[src/rtl/ram_port_arbiter_if.sv]
// Bundles the requester-side handshake and the shared RAM port into one bus.
// The arbiter uses the slave modport. The requesters and the RAM use the master modport.
interface ram_port_arbiter_if #(
  parameter int NREQ = 4,
  parameter int AWID = 8,
  parameter int DWID = 16
);
  logic [NREQ-1:0]      req;
  logic [NREQ-1:0]      req_we;
  logic [NREQ*AWID-1:0] req_addr;
  logic [NREQ*DWID-1:0] req_din;
  logic [NREQ-1:0]      gnt;
  logic [NREQ-1:0]      rvalid;
  logic [DWID-1:0]      rdata;
  logic                 ram_we;
  logic [AWID-1:0]      ram_addr;
  logic [DWID-1:0]      ram_din;
  logic [DWID-1:0]      ram_dout;

  modport master (
    output req, req_we, req_addr, req_din, ram_dout,
    input  gnt, rvalid, rdata, ram_we, ram_addr, ram_din
  );

  modport slave (
    input  req, req_we, req_addr, req_din, ram_dout,
    output gnt, rvalid, rdata, ram_we, ram_addr, ram_din
  );
endinterface

[src/rtl/ram_port_arbiter.sv]
// Round-robin arbiter that shares one RAM port (1-cycle read latency) among NREQ requesters.
// A requester may hold the port for at most MAX_BURST consecutive grants. Read data returns with a one-hot strobe.
module ram_port_arbiter #(
  parameter int NREQ      = 4,
  parameter int AWID      = 8,
  parameter int DWID      = 16,
  parameter int MAX_BURST = 4
) (
  input  logic             clk,
  input  logic             rst,
  ram_port_arbiter_if.slave bus
);
  localparam int IW = (NREQ > 1) ? $clog2(NREQ) : 1;

  typedef enum logic {IDLE, OWN} state_t;

  state_t          r_state;
  logic [IW-1:0]   r_owner;
  logic [IW-1:0]   r_ptr;
  logic [3:0]      r_burst_cnt;
  logic [NREQ-1:0] r_rvalid;

  logic            w_keep;
  logic            w_found;
  logic            w_any;
  logic [IW-1:0]   w_win;
  logic [IW-1:0]   w_gidx;
  logic [NREQ-1:0] w_gnt;
  int              w_idx;

  // r_ptr always points one past the latest owner, so the cyclic search reaches the old owner last.
  always_comb begin
    w_found = 1'b0;
    w_win   = r_ptr;
    w_idx   = 0;
    for (int k = 0; k < NREQ; k++) begin
      if (!w_found) begin
        w_idx = (int'(r_ptr) + k) % NREQ;
        if (bus.req[w_idx]) begin
          w_found = 1'b1;
          w_win   = IW'(w_idx);
        end
      end
    end
  end

  assign w_keep = (r_state == OWN) && bus.req[r_owner] && (r_burst_cnt < 4'(MAX_BURST));
  assign w_gidx = w_keep ? r_owner : w_win;
  assign w_any  = !rst && (w_keep || w_found);
  assign w_gnt  = w_any ? (NREQ'(1) << w_gidx) : '0;

  // Grant cycle: the RAM port is driven combinationally from the granted requester.
  assign bus.gnt      = w_gnt;
  assign bus.ram_we   = w_any && bus.req_we[w_gidx];
  assign bus.ram_addr = w_any ? bus.req_addr[w_gidx*AWID +: AWID] : '0;
  assign bus.ram_din  = w_any ? bus.req_din[w_gidx*DWID +: DWID] : '0;

  always_ff @(posedge clk or posedge rst) begin
    if (rst) begin
      r_state     <= IDLE;
      r_owner     <= '0;
      r_ptr       <= '0;
      r_burst_cnt <= '0;
      r_rvalid    <= '0;
    end else begin
      r_rvalid <= w_gnt & ~bus.req_we;
      if (w_keep) begin
        r_burst_cnt <= r_burst_cnt + 4'd1;
      end else if (w_found) begin
        r_state     <= OWN;
        r_owner     <= w_win;
        r_burst_cnt <= 4'd1;
        r_ptr       <= (w_win == IW'(NREQ - 1)) ? '0 : w_win + 1'b1;
      end else begin
        r_state <= IDLE;
      end
    end
  end

  // Return stage: the strobe is registered. The data passes straight through from the RAM output register.
  assign bus.rvalid = r_rvalid;
  assign bus.rdata  = bus.ram_dout;
endmodule

[src/flat_wrapper.sv]
// flat-port wrapper written by rule: the top's interface ports become plain ports
module ram_port_arbiter_flat 
#(
  parameter int NREQ      = 4,
  parameter int AWID      = 8,
  parameter int DWID      = 16,
  parameter int MAX_BURST = 4
)
  (clk, rst, bus_req, bus_req_we, bus_req_addr, bus_req_din, bus_ram_dout, bus_gnt, bus_rvalid, bus_rdata, bus_ram_we, bus_ram_addr, bus_ram_din);
  ram_port_arbiter_if #(.NREQ(NREQ), .AWID(AWID), .DWID(DWID)) bus_i ();
  input  logic clk;
  input  logic rst;
  input wire logic [$bits(bus_i.req)-1:0] bus_req;
  input wire logic [$bits(bus_i.req_we)-1:0] bus_req_we;
  input wire logic [$bits(bus_i.req_addr)-1:0] bus_req_addr;
  input wire logic [$bits(bus_i.req_din)-1:0] bus_req_din;
  input wire logic [$bits(bus_i.ram_dout)-1:0] bus_ram_dout;
  output wire logic [$bits(bus_i.gnt)-1:0] bus_gnt;
  output wire logic [$bits(bus_i.rvalid)-1:0] bus_rvalid;
  output wire logic [$bits(bus_i.rdata)-1:0] bus_rdata;
  output wire logic [$bits(bus_i.ram_we)-1:0] bus_ram_we;
  output wire logic [$bits(bus_i.ram_addr)-1:0] bus_ram_addr;
  output wire logic [$bits(bus_i.ram_din)-1:0] bus_ram_din;
  assign bus_i.req = bus_req;
  assign bus_i.req_we = bus_req_we;
  assign bus_i.req_addr = bus_req_addr;
  assign bus_i.req_din = bus_req_din;
  assign bus_i.ram_dout = bus_ram_dout;
  assign bus_gnt = bus_i.gnt;
  assign bus_rvalid = bus_i.rvalid;
  assign bus_rdata = bus_i.rdata;
  assign bus_ram_we = bus_i.ram_we;
  assign bus_ram_addr = bus_i.ram_addr;
  assign bus_ram_din = bus_i.ram_din;
  ram_port_arbiter #(.NREQ(NREQ), .AWID(AWID), .DWID(DWID), .MAX_BURST(MAX_BURST)) u_core (.clk(clk), .rst(rst), .bus(bus_i));
endmodule
[config.mk]
export PLATFORM = sky130hd
export DESIGN_NAME = ram_port_arbiter_flat
export DESIGN_NICKNAME = d
export VERILOG_FILES = /design/src/rtl/ram_port_arbiter_if.sv /design/src/rtl/ram_port_arbiter.sv /design/src/flat_wrapper.sv
export SDC_FILE = /design/constraint.sdc
export NUM_CORES = 1
export LEC_CHECK = 0
export ABC_AREA = 1
export CORE_MARGIN = 2
export CORE_UTILIZATION = 36
export CTS_CLUSTER_SIZE = 16
export DETAILED_ROUTE_END_ITERATION = 12
export GPL_ROUTABILITY_DRIVEN = 0
export PLACE_DENSITY = 0.82
export SLEW_MARGIN = 20
export SYNTH_ARGS = -nofsm -noshare
export SYNTH_HDL_FRONTEND = slang
export SYNTH_SLANG_ARGS = --single-unit
[constraint.sdc]
create_clock -name clk -period 2.7 [get_ports clk]
set_clock_uncertainty 0.2 [all_clocks]
set_input_delay 0.405 -clock clk [delete_from_list [all_inputs] [get_ports clk]]
set_output_delay 0.405 -clock clk [all_outputs]
set_load 0.02 [all_outputs]
==> out/metrics.cfg <==
[logic_synthesis]
yosys-mux-area-fraction=0
synth.most_common_cell=nand3_1
async_flop_share=1.00
synth-seq-cells=13
synth_edf_count=0
postSynthAreaPerCell_um2=5.49
synth_compound_area_frac=0.0870
synth_top_family_by_area=simple AND/OR/NAND/NOR gates
yosys-top-cells-count=134 x nand3_1, 117 x inv_1, 71 x nand2_1
synth_top_area_frac=0.271
synth_area_leader_cell=nand3_1
synth-xor-area-share=0
yosysSeqAreaShare=0.131
ys_top_cells_by_area=nand3_1 27%, inv_1 18%, dfrtp_1 13%, nand2_1 11%, buf_4 5.5%
syn_inst=451
netlist_area_um2=2470
synthFlopType=dfrtp_1
synth.distinct_cells=28
synth_nets=574
yosys.area_share.simple=0.482
synth-adder-area-share=0.00506
yosys_warnings=0

[place]
dp_hpwl_mm=7.52
io_buffers=138

[clocking]
cts_tree=done
clk_latency_ns=0.25
cts_buffer_depth=2
clockRootBuffer=clkbuf_8
cts.sinks=13
cts.clk_slew.worst_paths_ns=0.06
numCtsBuffers=3
postCtsHoldBufs=0
cts_max_level=1

[detailed_routing]
num_vias=3602
drt_wl_total_mm=11.1
drt-pass1-iter-count=4
drc=0
viasPerCell=5.21
drt_iter0_drc=123
wl_per_cell_um=16.0
ant_nets=0

[floorplan]
initial_core_util=0.368
die_h_um=86.9
die_w_um=86.9
rows=30
die_area_um2=7550
core_area_um2=6720
io_pins=171

[worst_setup_path]
critPathSlowestCell=dfrtp_2
cpLargestDelayFamily=simple AND/OR/NAND/NOR gates
path_max_fanout=7
start_kind=register
arrival_ns=2.45
cpMostUsedCell=nand2_4
critPathBufInv=3
critical_path_class=reg2out
worstPathRequired_ns=2.10
rrSetupSlack_ns=0.23
cp_cell_sequence=clkinv_4 -> nand2_4 -> nand2_4 -> nand2_4 -> nand2_4 -> nor2_4 -> nand3_2 -> nand3_4 -> nand3_2 -> nand2_4 -> buf_8 -> nand3_1 -> a21oi_2 -> buf_6
cp-end-kind=output pin
critical_path.max_stage_delay_ns=0.46

[run]
cap_violations=0

[global_route]
antenna_found_initial=0
grt_pass1_wl_mm=15.8
grt_max_degree=37
grt_usage=0.261
grt_pass1_vias=3471
gr-total-overflow=0

[timing]
fin_hold_ws_ns=0.290
grt_setup_unrepaired=yes
final-setup-viol-count=29
slew_viol_final=0
period_needed_ns=3.06
fmax_mhz=327
post-route-period-util=1.13
worst_slew_pin_slew_ns=0.332
relSlewSlack=0.779
hold_viol_final=0
setup_ws_ns=-0.359

[finish]
multi_input_area_um2=1830
area_growth_pct=92.7
drive_gt1_frac=0.325
layout.nets=736
fillers=538
seqCellArea_um2=328
diodes=0

[hold_path]
hp-class=reg2reg

[status]
outcome=complete, but fails checks
violations=negative setup slack

==> kinds of logic after synthesis <==
group                      after synthesis
and+or+nand+nor                        236
buffers and inverters                  163
AOI/OAI and AO/OA                       38
DFF                                     13
adders and majority gates                1
==> layout make-up <==
class	instances	area share
inverters	120	0.0955
well taps	80	0.0210
repair buffers	200	0.422
multi-input cells	275	0.383
flip-flops and latches	13	0.0687
clock inverters	1	0.00105
clock buffers	3	0.00866
==> placed cells by master (no fill, tap or decap), drive strengths merged <==
cell             n
buf             89
nand2           77
inv            118
dfrtp           13
clkbuf           5
nand4            1
a21oi           30
nor3             5
clkinv           3
ha               1
o21bai           1
o21ai            7
clkdlybuf4s50  105
dlygate4sd2      4
nand3          144
nor4             4
nor2             5
==> worst reg2reg max path: cells and delay by family (launching register included) <==
kind	cells	cell delay, ns
simple gates	9	1.11
buf+inv	4	0.59
flops	1	0.46
==> flip-flops by register name, indices dropped and copies added, names as in the netlist <==
register / count
u_core.r_ptr: 2
u_core.bus.rvalid: 4
u_core.r_burst_cnt: 4
u_core.r_owner: 2
u_core.r_state: 1
==> per-stage QoR <==
stage | area (µm²) | utilization | setup WS, ns | TNS [ns] | cells
CTS | 4380 | 0.652 | -0.231 | -6.04 | 686
global placement | 4050 | 0.603 | -0.842 | -21.61 | 663
detailed placement | 4050 | 0.603 | -0.911 | -23.24 | 663
global route | 4770 | 0.710 | -0.497 | -12.60 | 692
floorplan | 2470 | - | 0.0642 | 0 | 451
finish | 4770 | 0.710 | -0.359 | -9.23 | 692
==> layer usage <==
metal / GRT usage / up-vias / wire length (µm)
li1: - / 1722 / -
met1: 0.287 / 1689 / 4180
met2: 0.489 / 164 / 5880
met3: 0.0483 / 27 / 749
met4: 0.104 / 0 / 292
met5: 0 / - / 0
==> what timing repair did <==
action | CTS | global route
pin swaps | 19 | 26
cloned | 5 | 2
buffers inserted | 14 | 4
gates resized for setup | 197 | 74
endpoints found under the setup margin | 29 | 29
==> path summary, 6_finish.rpt <==
| check | cells after the start | start | to |
|---|---|---|---|
| setup / recovery | 14 | u_core.r_ptr[0] | bus_ram_din[1] |
| hold / removal | 1 | u_core.r_burst_cnt[0] | u_core.r_burst_cnt[0] |
| setup reg to reg | 13 | u_core.r_ptr[0] | u_core.bus.rvalid[1] |
| hold reg to reg | 1 | u_core.r_burst_cnt[0] | u_core.r_burst_cnt[0] |
| max in group asynchronous | 3 | rst | u_core.r_ptr[1] |
| min in group asynchronous | 3 | rst | u_core.r_state |
Power is not shown: default switching activity piles up to over one toggle a cycle in this logic, so the estimate is an artifact.
